`config.mk`:
```
export PLATFORM = sky130hd
export DESIGN_NAME = fifo_wr_arbiter
export DESIGN_NICKNAME = d
export VERILOG_FILES = /design/src/rtl/fifo_wr_arbiter.sv
export SDC_FILE = /design/constraint.sdc
export NUM_CORES = 1
export LEC_CHECK = 0
export ABC_AREA = 1
export CORE_MARGIN = 2
export CORE_UTILIZATION = 41
export CTS_CLUSTER_SIZE = 10
export DETAILED_ROUTE_END_ITERATION = 16
export HOLD_SLACK_MARGIN = 0.1
export PLACE_DENSITY = 0.74
export SLEW_MARGIN = 20
export SYNTH_ARGS = -nofsm -noshare
export SYNTH_HDL_FRONTEND = slang
export SYNTH_SLANG_ARGS = --single-unit
```
`constraint.sdc`:
```
create_clock -name clk -period 1.6 [get_ports clk]
set_input_delay 0.16 -clock clk [delete_from_list [all_inputs] [get_ports clk]]
set_output_delay 0.16 -clock clk [all_outputs]
set_load 0.05 [all_outputs]
```
`src/rtl/fifo_wr_arbiter.sv`:
```
// Round-robin arbiter sharing the single write port of a FIFO among NUM_REQ producers.
// Optional feature macro FIFO_ARB_BURST_EN: a winner keeps priority for up to BURST_LEN beats.
module fifo_wr_arbiter #(
    parameter int DATA_WIDTH = 8,
    parameter int NUM_REQ    = 4,
    parameter int BURST_LEN  = 4
) (
    input  logic                          clk,
    input  logic                          reset_L,
    input  logic [NUM_REQ-1:0]            req_valid,
    input  logic [NUM_REQ*DATA_WIDTH-1:0] req_data,
    output logic [NUM_REQ-1:0]            req_ready,
    input  logic                          FIFO_full,
    output logic                          FIFO_wr,
    output logic [DATA_WIDTH-1:0]         FIFO_data_in,
    output logic [2:0]                    grant_id,
    output logic [1:0]                    arb_state,
    output logic [15:0]                   stall_cnt
);

    typedef enum logic [1:0] {
        ST_IDLE  = 2'd0,
        ST_RUN   = 2'd1,
        ST_STALL = 2'd2
    } state_t;

    localparam int PW = $clog2(NUM_REQ);

    if (NUM_REQ < 2 || NUM_REQ > 8 || BURST_LEN < 1 || BURST_LEN > 16) begin : g_cfg_check
        $error("fifo_wr_arbiter: NUM_REQ must be 2..8 and BURST_LEN 1..16");
    end

    state_t                r_state, w_state_nxt;
    logic [PW-1:0]         r_ptr, w_ptr_nxt, w_win, w_idx_p;
    logic                  w_any, w_accept;
    int                    w_idx;
    logic                  r_wr;
    logic [DATA_WIDTH-1:0] r_data;
    logic [2:0]            r_gid;
    logic [15:0]           r_stall_cnt;

    function automatic logic [PW-1:0] ptr_inc(input logic [PW-1:0] p);
        return (int'(p) == NUM_REQ - 1) ? '0 : p + 1'b1;
    endfunction

    // Scan from the highest offset down so the lowest offset from r_ptr is the last (winning) write.
    always_comb begin
        // NOTE: every always_comb output gets a default first so no path can infer a latch.
        w_any   = 1'b0;
        w_win   = '0;
        w_idx   = 0;
        w_idx_p = '0;
        for (int k = NUM_REQ - 1; k >= 0; k--) begin
            w_idx = int'(r_ptr) + k;
            if (w_idx >= NUM_REQ) w_idx = w_idx - NUM_REQ;
            w_idx_p = PW'(w_idx);
            if (req_valid[w_idx_p]) begin
                w_any = 1'b1;
                w_win = w_idx_p;
            end
        end
    end

    assign w_accept = reset_L && !FIFO_full && w_any;

    always_comb begin
        req_ready = '0;
        if (w_accept) req_ready[w_win] = 1'b1;
    end

    always_ff @(posedge clk or negedge reset_L) begin
        // NOTE: state registers use non-blocking assignments so every flop samples pre-edge values.
        if (!reset_L) begin
            r_wr   <= 1'b0;
            r_data <= '0;
            r_gid  <= '0;
        end else begin
            r_wr <= w_accept;
            if (w_accept) begin
                r_data <= req_data[int'(w_win)*DATA_WIDTH +: DATA_WIDTH];
                r_gid  <= 3'(w_win);
            end
        end
    end

`ifdef FIFO_ARB_BURST_EN
    localparam int BW = $clog2(BURST_LEN + 1);
    logic [BW-1:0] r_burst_cnt, w_burst_nxt;

    // r_burst_cnt counts beats already taken by the producer at r_ptr in its current burst.
    always_comb begin
        w_ptr_nxt   = r_ptr;
        w_burst_nxt = r_burst_cnt;
        if (w_accept) begin
            w_burst_nxt = (w_win == r_ptr) ? r_burst_cnt + 1'b1 : BW'(1);
            if (w_burst_nxt == BW'(BURST_LEN)) begin
                w_ptr_nxt   = ptr_inc(w_win);
                w_burst_nxt = '0;
            end else begin
                w_ptr_nxt = w_win;
            end
        end else if (r_burst_cnt != '0 && !req_valid[r_ptr]) begin
            w_ptr_nxt   = ptr_inc(r_ptr);
            w_burst_nxt = '0;
        end
    end

    always_ff @(posedge clk or negedge reset_L) begin
        if (!reset_L) r_burst_cnt <= '0;
        else          r_burst_cnt <= w_burst_nxt;
    end
`else
    assign w_ptr_nxt = w_accept ? ptr_inc(w_win) : r_ptr;
`endif

    always_ff @(posedge clk or negedge reset_L) begin
        if (!reset_L) r_ptr <= '0;
        else          r_ptr <= w_ptr_nxt;
    end

    always_comb begin
        w_state_nxt = r_state;
        case (r_state)
            ST_IDLE: begin
                if (w_any) w_state_nxt = FIFO_full ? ST_STALL : ST_RUN;
            end
            ST_RUN: begin
                if (!w_any)        w_state_nxt = ST_IDLE;
                else if (FIFO_full) w_state_nxt = ST_STALL;
            end
            ST_STALL: begin
                if (!FIFO_full)  w_state_nxt = w_any ? ST_RUN : ST_IDLE;
                else if (!w_any) w_state_nxt = ST_IDLE;
            end
            default: w_state_nxt = ST_IDLE;
        endcase
    end

    always_ff @(posedge clk or negedge reset_L) begin
        if (!reset_L) begin
            r_state     <= ST_IDLE;
            r_stall_cnt <= '0;
        end else begin
            r_state <= w_state_nxt;
            if (r_state == ST_STALL && r_stall_cnt != 16'hFFFF)
                r_stall_cnt <= r_stall_cnt + 16'd1;
        end
    end

    assign FIFO_wr      = r_wr;
    assign FIFO_data_in = r_data;
    assign grant_id     = r_gid;
    assign arb_state    = r_state;
    assign stall_cnt    = r_stall_cnt;

endmodule

```
Yosys cells after proc, flatten, opt, wreduce, memory -nomap -nowiden
Cells that the tools add are included.
{ "totals": {"ff_bits": 31, "input_bits": 39, "out_inout_bits": 34, "elab_cells": 72} }
{ "classes": {"add_sub_neg": 9, "n_lt_le_gt_ge": 10, "eq_ne": 7, "n_shift": 1, "mux": 32, "n_reduce_logical": 7} }
{ "ops": {"columns": ["op", "n"], "rows": [
  ["variable part select 32 x 6 -> 8 bit", 1],
  ["two-way mux 2 bit", 15],
  ["adder 16 x 1 -> 16 bit (second input constant)", 1],
  ["!= test 16 bit (second input constant)", 1],
  ["< comparator 2 x 3 -> 1 bit (second input constant)", 5],
  ["two-way mux 1 bit", 10],
  ["greater-or-equal comparator 3 bit (second input constant)", 3],
  ["binary-select mux 1 bit (select 2 bit)", 4],
  ["subtractor 2 x 1 -> 2 bit (second input constant)", 4],
  ["adder 2 x 2 -> 3 bit (second input constant)", 2],
  ["!= test 3 bit (second input constant)", 2],
  ["one-hot mux 2 bit (3 select lines)", 1],
  ["== test 2 x 1 -> 1 bit (second input constant)", 2],
  ["logical AND 1 bit", 4],
  ["two-way mux 4 bit", 1],
  ["adder 2 x 1 -> 3 bit (second input constant)", 1],
  ["greater-or-equal comparator 2 x 3 -> 1 bit (second input constant)", 1],
  ["AND reduction 3 bit", 1],
  ["adder 2 x 1 -> 2 bit (second input constant)", 1],
  ["demux 1 bit (select 2 bit)", 1],
  ["== test 2 bit (second input constant)", 1],
  ["greater-or-equal comparator 2 x 1 -> 1 bit (second input constant)", 1],
  ["zero test 2 bit", 1],
  ["!= test 2 bit (second input constant)", 1],
  ["zero test 1 bit", 1]
]} }

Depth between registers and ports, before layout
Gate-level depths: netlist of run 1.
{ "depth": {"ltp_word": 14, "mapped_depth": 15, "ltp_nobuf": 13} }

Worst setup path after synthesis of run 1
No wires, ideal clock.
{ "synth_path": {"path_type": "reg2out", "from": "register r_ptr[0]", "to": "output port req_ready[3]", "arrival_time_ps": 2132, "t_required_ps": 1440, "path_slack_ps": -692, "path_stages_with_launch": 12, "n_path_buf": 1, "path_cell_list": "dfrtp_1 -> buf_6 -> inv_8 -> nand2_1 -> nand2_1 -> nand2_1 -> nor2_1 -> o21ai_2 -> a21boi_4 -> ha_1 -> inv_1 -> nor2_1"} }
{ "synth_via": {"elab_chain_len": 14, "word_cells_on_any_way": 38, "classes_between": "add/sub (7); order compare (6); mux (23); reduce/logical (2)"} }
{ "synth_rtl": {"columns": ["item", "line", "text"], "rows": [
  ["from (decl)", "34", "logic [PW-1:0] r_ptr, w_ptr_nxt, w_win, w_idx_p;"],
  ["from (signal assigned)", "118", "else r_ptr <= w_ptr_nxt;"],
  ["adder 2 x 2 -> 3 bit", "54", "w_idx = int'(r_ptr) + k;"],
  ["greater-or-equal comparator 3 bit / subtractor 2 x 1 -> 2 bit (equally long branches)", "55", "if (w_idx >= NUM_REQ) w_idx = w_idx - NUM_REQ;"],
  ["two-way mux 2 bit", "55", null],
  ["binary-select mux 1 bit (select 2 bit)", "57", "if (req_valid[w_idx_p]) begin"],
  ["two-way mux 1 bit (implied by the code)", "57", null],
  ["two-way mux 2 bit (3 in series)", "57", null],
  ["two-way mux 2 bit *", "57", null],
  ["via w_win[1]", "34", null],
  ["< comparator 2 x 3 -> 1 bit (implied by the code) / greater-or-equal comparator 2 x 1 -> 1 bit (equally long branches)", "68", "if (w_accept) req_ready[w_win] = 1'b1;"],
  ["logical AND 1 bit (implied by the code)", "68", null],
  ["two-way mux 1 bit (implied by the code)", "68", null],
  ["demux 1 bit (select 2 bit) *", "68", null],
  ["two-way mux 4 bit *", "68", null],
  ["to (decl)", "12", "output logic [NUM_REQ-1:0] req_ready,"]
]} }
Mark *: on every way through the listed nets, which the timed path passes. The rest lies on a longest branch. The select of a mux whose other input is x is not followed.

Final worst setup path of run 1
{ "layout_path": {"from": "register r_ptr[0]", "to": "output port req_ready[2]"} }
The elaborated chain is that of the path after synthesis.

==> impl_metrics.yaml, run 1 <==
finish:
  finalNetCount: 441
  drive_gt1_share_pct: 39.7
  final_cells: 468
  diodes: 0
  syn_to_final_growth_pct: 62.5
global_route:
  grt_usage_pct: 20.2
  grt_pass1_vias: 2165
  antenna_found_initial: 0
  grt_max_degree: 32
  gr-total-overflow: 0
  grt_pass1_wl_um: 9670
logic_synthesis:
  yosysSeqAreaShare_pct: 36.5
  avgSynthCellArea_um2: 7.38
  ys_seq_elements: 31
  synth_flop_cell: "dfrtp_1"
  syn_inst: 288
  synth_edf_count: 0
  ys_warn_count: 0
  synth_nets: 332
  synth_area_um2: 2120
  synth_cell_types: 30
  synthArstFlopShare_pct: 100
timing:
  rsz0062_at_grt: "true"
  fin_skew_ns: 0.00418
  hold_viol: 0
  fmax_mhz: 454
  final_max_slew_viol_count: 0
  worst_slack_ns: -0.602
  finalCritPeriodShare_pct: 138
  finalSetupViolCount: 19
  tns_ns: -6.51
  final.min_clock_period_ns: 2.20
worst_setup_path:
  critPathBufInv: 2
  cp_cell_sequence: "nand2_1 -> nand2_4 -> nand2_4 -> nor2_4 -> o21ai_4 -> a21boi_4 -> ha_2 -> inv_2 -> nor2_4 -> buf_12"
  crit_family: "simple AND/OR/NAND/NOR gates"
  critPathKind: "reg -> out"
  cp-start-kind: "flip-flop"
  worstPathArrival_ns: 2.04
  worstPathMaxFanout: 8
  required_ns: 1.44
  max_stage_delay_ns: 0.50
  end_kind: "output pin"
  cp_slowest_cell: "dfrtp_2"
pwr:
  power_uw: 7120
  p_leak_uw: 0.00177
  pwr-share-comb_pct: 73.5
  intPower_uw: 3470
  power-per-cell-area_nw_per_um2: 2060
  switching_share_pct: 51.2
  ir_drop_mv: 1.36
  power.share.clock_pct: 8.1
  switching_power_uw: 3650
  seqPwrFrac_pct: 18.4
clock_tree:
  cts_sinks: 31
  cts_max_path_buffers: 2
  insertion_delay_ns: 0.28
  cts_tree: "yes"
  cts_hold_buf: 0
  clkTransAtPathRegs_ns: 0.06
  cts-buffers-inserted: 5
  root_buffer: "clkbuf_8"
  htreeDepth: 2
die:
  die_y_um: 76.0
  num_io_pins: 73
  die_area_um2: 5770
  core_area_um2: 5040
  core.rowCount: 26
  floorplan.initialDensity_pct: 42.1
  die_w_um: 76.0
detailed_routing:
  wl_per_cell_um: 12.0
  drt_iter0_drc: 71
  wl_um: 5620
  num_vias: 2161
  drc: 0
  postRouteAntennaNets: 0
  first_pass_iters: 4
  routed_via_density: 4.62
run:
  max_cap_violations: 0
min_path:
  hold_path_class: "in -> async"
placed_design:
  io_buffer_count: 71
  dp.cells: 450
  place.gp.congestion: 0.854
  dp_hpwl_um: 4140
status:
  status: "finished, violations left"
  violations: "setup timing"
cell usage after synthesis, types with 3 or more instances:
cell type	number	area share (%)
nand2_1	91	16
inv_1	41	7.2
nand3_1	34	8.0
dfrtp_1	31	37
nor2_1	22	3.9
nand2_2	14	4.1
xor2_1	9	3.7
ha_1	5	2.9
nor3_1	5	1.2
xnor2_1	5	2.1
a21oi_1	3	0.71
buf_6	3	1.6
nand2_4	3	1.6
nand3_2	3	1.4
path summary, 6_finish.rpt:
path                            startpoint         endpoint  slack [ns]  depth (start not counted)
min reg2reg                FIFO_data_in[0]  FIFO_data_in[0]        0.48                          2
min in group clk                 FIFO_full     arb_state[1]        0.47                          3
max reg2reg                       r_ptr[0]  FIFO_data_in[5]       -0.40                         12
max in group asynchronous          reset_L    stall_cnt[10]        0.94                          2
max                               r_ptr[0]     req_ready[2]       -0.60                         10
min                                reset_L    stall_cnt[15]        0.34                          2
worst reg2reg max path, cell delays in order, from the launching register on:
cell and delay, ns:
dfrtp_2 0.50, nand2_1 0.16, nand2_4 0.12, nand2_4 0.09, buf_4 0.14, nand4_2 0.08, nand3_2 0.11, buf_6 0.16
buf_4 0.13, buf_4 0.14, buf_6 0.12, nand2_1 0.05, nand3_1 0.08
routing by layer:
| metal | vias to the layer above | wire, µm | track usage, % |
|---|---|---|---|
| li1 | 1099 | - | - |
| met1 | 1000 | 2400 | 24.7 |
| met2 | 54 | 2890 | 36.4 |
| met3 | 8 | 252 | 4.03 |
| met4 | 0 | 74 | 5.09 |
| met5 | - | 0 | 0 |
power by group through the flow:
stage	registers (µW)	clock network, µW	logic (µW)
after floorplan	1980	0	2550
after global placement	1310	0	4650
after detailed placement	1300	0	4720
after CTS	1300	595	5000
after global routing	1350	626	5680
final	1310	577	5230
state kept, by name (all words and copies together) (netlist names):
signal / count
stall_cnt: 16
FIFO_data_in: 8
arb_state: 2
grant_id: 2
r_ptr: 2
FIFO_wr: 1
per-stage QoR:
stage	worst slack, ns	hold WS [ns]	utilization (%)	area (µm²)
after floorplan	-0.268	-0.136	-	2220
after global placement	-0.397	0.466	62.1	3130
after detailed placement	-0.408	0.471	62.1	3130
after CTS	-0.549	0.364	66.1	3330
after global routing	-0.694	0.387	68.5	3450
final	-0.602	0.339	68.5	3450
cells in the final DEF, fill, tap and decap left out, types with 6 or more instances in the layout:
cell type / netlist / routed
nor2_1: 22 / 10
inv_1: 41 / 38
dfrtp_2: 0 / 11
nor2_4: 0 / 7
buf_4: 2 / 61
nand3_2: 3 / 6
nand2_1: 91 / 78
nand2_2: 14 / 21
xor2_1: 9 / 9
nand3_1: 34 / 30
dfrtp_1: 31 / 20
nand2_4: 3 / 9
clkdlybuf4s50_1: 0 / 38
cell type report:
cell class,count,area [µm²]
tap,70,87.6
sequential,31,790
clock inverter,1,5.00
timing repair buffer,108,982
timing repair inverter,1,6.26
inverter,45,189
clock buffer,7,76.3
multi-input combinational,205,1320
fill,424,1590
timing repair:
action,CTS,global route
setup endpoints to repair,20,29
pin swaps,9,10
cloned,1,0
gates resized for setup,23,23
buffers inserted,5,4
cell families after synthesis:
family | after synthesis | synth area share, %
compound gates | 8 | 3.18
xor+xnor | 14 | 5.77
fa+ha+maj | 5 | 2.94
buf+inv | 52 | 11.7
flops | 31 | 36.5
other cells | 1 | 0.177
simple gates | 177 | 39.8
Note: power is estimated with default switching activity, not from simulation.
==> inputs of run 2 (changes only) <==
--- a/config.mk
+++ b/config.mk
@@ -11,7 +11,7 @@
 export CTS_CLUSTER_SIZE = 10
 export DETAILED_ROUTE_END_ITERATION = 16
 export HOLD_SLACK_MARGIN = 0.1
-export PLACE_DENSITY = 0.74
+export PLACE_DENSITY_LB_ADDON = 0.12
 export SLEW_MARGIN = 20
 export SYNTH_ARGS = -nofsm -noshare
 export SYNTH_HDL_FRONTEND = slang
==> run 2 against run 1 <==
  * The flow still finishes with violations (setup timing)
  * Highest routed layer unchanged
  * Critical path type unchanged
  * Largest cell class unchanged
  * Fmax is 0.56% lower
  * Global-route usage is 0.11 points higher
  * Register-to-register slack worse by 0.09 ns
==> impl_metrics.yaml, run 2 (same netlist as run 1, synthesis figures left out) <==
finish:
  mostFrequentLayoutCells: "nand2_1, buf_4, clkdlybuf4s50_1"
  finalNetCount: 445
  final_common_cell: "nand2_1"
  post-route-util_pct: 71.8
  seqCellArea_um2: 791
  largest_reg_flops: 16
  n_fill_cell: 395
  multi_input_area_um2: 1410
  diodes: 0
  drive_gt1_share_pct: 41.5
  syn_to_final_growth_pct: 70.4
pwr:
  seqPwrFrac_pct: 17.3
  switching_share_pct: 50.6
  switching_power_uw: 3850
  p_leak_uw: 0.00186
  power.share.clock_pct: 10.0
  pwr-share-comb_pct: 72.8
  intPower_uw: 3770
  ir_drop_mv: 1.21
  power-per-cell-area_nw_per_um2: 2110
die:
  die_area_um2: 5770
  num_io_pins: 73
  die_y_um: 76.0
  core.rowCount: 26
  floorplan.initialDensity_pct: 42.1
  core_area_um2: 5040
  die_w_um: 76.0
detailed_routing:
  routed_via_density: 4.73
  wl_per_cell_um: 12.5
  first_pass_iters: 5
  num_vias: 2234
  drt_iter0_drc: 72
  wl_um: 5900
  drc: 0
  postRouteAntennaNets: 0
clock_tree:
  cts_max_path_buffers: 2
  htreeDepth: 2
  cts-buffers-inserted: 5
  root_buffer: "clkbuf_8"
  cts_sinks: 31
  insertion_delay_ns: 0.28
  clkTransAtPathRegs_ns: 0.07
  cts_tree: "yes"
global_route:
  gr-total-overflow: 0
  grt_pass1_wl_um: 9670
  grt_max_degree: 32
  grt_pass1_vias: 2154
  antenna_found_initial: 0
  grt_usage_pct: 20.3
worst_setup_path:
  regToRegStartpoint: "r_ptr[0]"
  worstRegToRegCells: 14
  required_ns: 1.44
  worstPathArrival_ns: 2.05
  ff2ff_setup_slack_ns: -0.49
  critPathKind: "reg -> out"
  worstPathMaxFanout: 8
  end_kind: "output pin"
  cp-start-kind: "flip-flop"
  r2r_end: "FIFO_data_in[1]"
run:
  max_cap_violations: 0
timing:
  rsz0062_at_grt: "true"
  worst_slack_ns: -0.614
  fin_skew_ns: 0.00573
  finalSetupViolCount: 17
  fmax_mhz: 452
  hold_viol: 0
  final_max_slew_viol_count: 0
  final.min_clock_period_ns: 2.21
  finalCritPeriodShare_pct: 138
status:
  status: "finished, violations left"
  violations: "setup timing"
placed_design:
  dp_hpwl_um: 4060
  pre_cts_ws_ns: -0.448
  place.gp.congestion: 0.824
  io_buffer_count: 71
min_path:
  hold_path_class: "in -> async"
run 2: cell types whose count changed in the layout (fill, tap and decap cells not counted), sizes merged:
cell    change
buf         +4
bufinv      +1
inv         -1
run 2: layout make-up:
| class | instances | share of cell area, % |
|---|---|---|
| repair inverters | 1 | 0.311 |
| clock buffers | 7 | 2.11 |
| multi-input cells | 205 | 38.8 |
| repair buffers | 112 | 28.1 |
| clock inverters | 1 | 0.830 |
| inverters | 45 | 5.57 |
| flip-flops and latches | 31 | 21.8 |
| well taps | 70 | 2.42 |
run 2: critical path, stage by stage (launching register included):
cell     delay [ns]
dfrtp_2        0.49
inv_8          0.14
nand2_4        0.08
nand2_4        0.08
nand2_4        0.07
buf_4          0.15
buf_4          0.13
nand4_2        0.09
nand3_2        0.10
buf_12         0.17
nor2_4         0.14
buf_12         0.14
run 2: what timing repair did:
action	in CTS	in global routing
gates cloned	1	0
resized for setup	20	48
buffers inserted	5	9
hold buffers	0	0
pin swaps	4	23
setup endpoints to repair	20	24
run 2: power by group through the flow:
| stage | registers, µW | logic, µW | clock network, µW |
|---|---|---|---|
| after CTS | 1290 | 5040 | 772 |
| after global routing | 1350 | 6030 | 799 |
| after detailed placement | 1300 | 4730 | 0 |
| after global placement | 1310 | 4660 | 0 |
| final | 1320 | 5550 | 759 |
| after floorplan | 1980 | 2550 | 0 |
run 2: through the flow:
step	total power [µW]	instance area (µm²)	setup TNS (ns)	hold WS, ns	std cells
final	7620	3620	-7.39	0.356	472
after global routing	8180	3620	-9.27	0.398	472
after CTS	7110	3360	-4.62	0.377	463
after detailed placement	6030	3130	-6.22	0.470	449
after global placement	5970	3130	-6.02	0.467	449
after floorplan	4530	2220	-1.25	-0.136	288
run 2: worst max-delay path by stage:
stage / startpoint / slack [ns] / end
after floorplan: r_ptr[0] / -0.27 / req_ready[2]
after global placement: req_valid[3] / -0.46 / grant_id[0]
after detailed placement: req_valid[3] / -0.45 / grant_id[0]
after CTS: r_ptr[0] / -0.57 / req_ready[2]
after global routing: r_ptr[0] / -0.71 / req_ready[1]
final: r_ptr[0] / -0.61 / req_ready[3]
run 2: metal layers:
metal	vias up	GRT usage (%)	routed length, µm
met1	1063	25.9	2500
met5	-	0	0
li1	1112	-	-
met4	0	5.45	75
met3	9	4.62	239
met2	50	34.8	3090
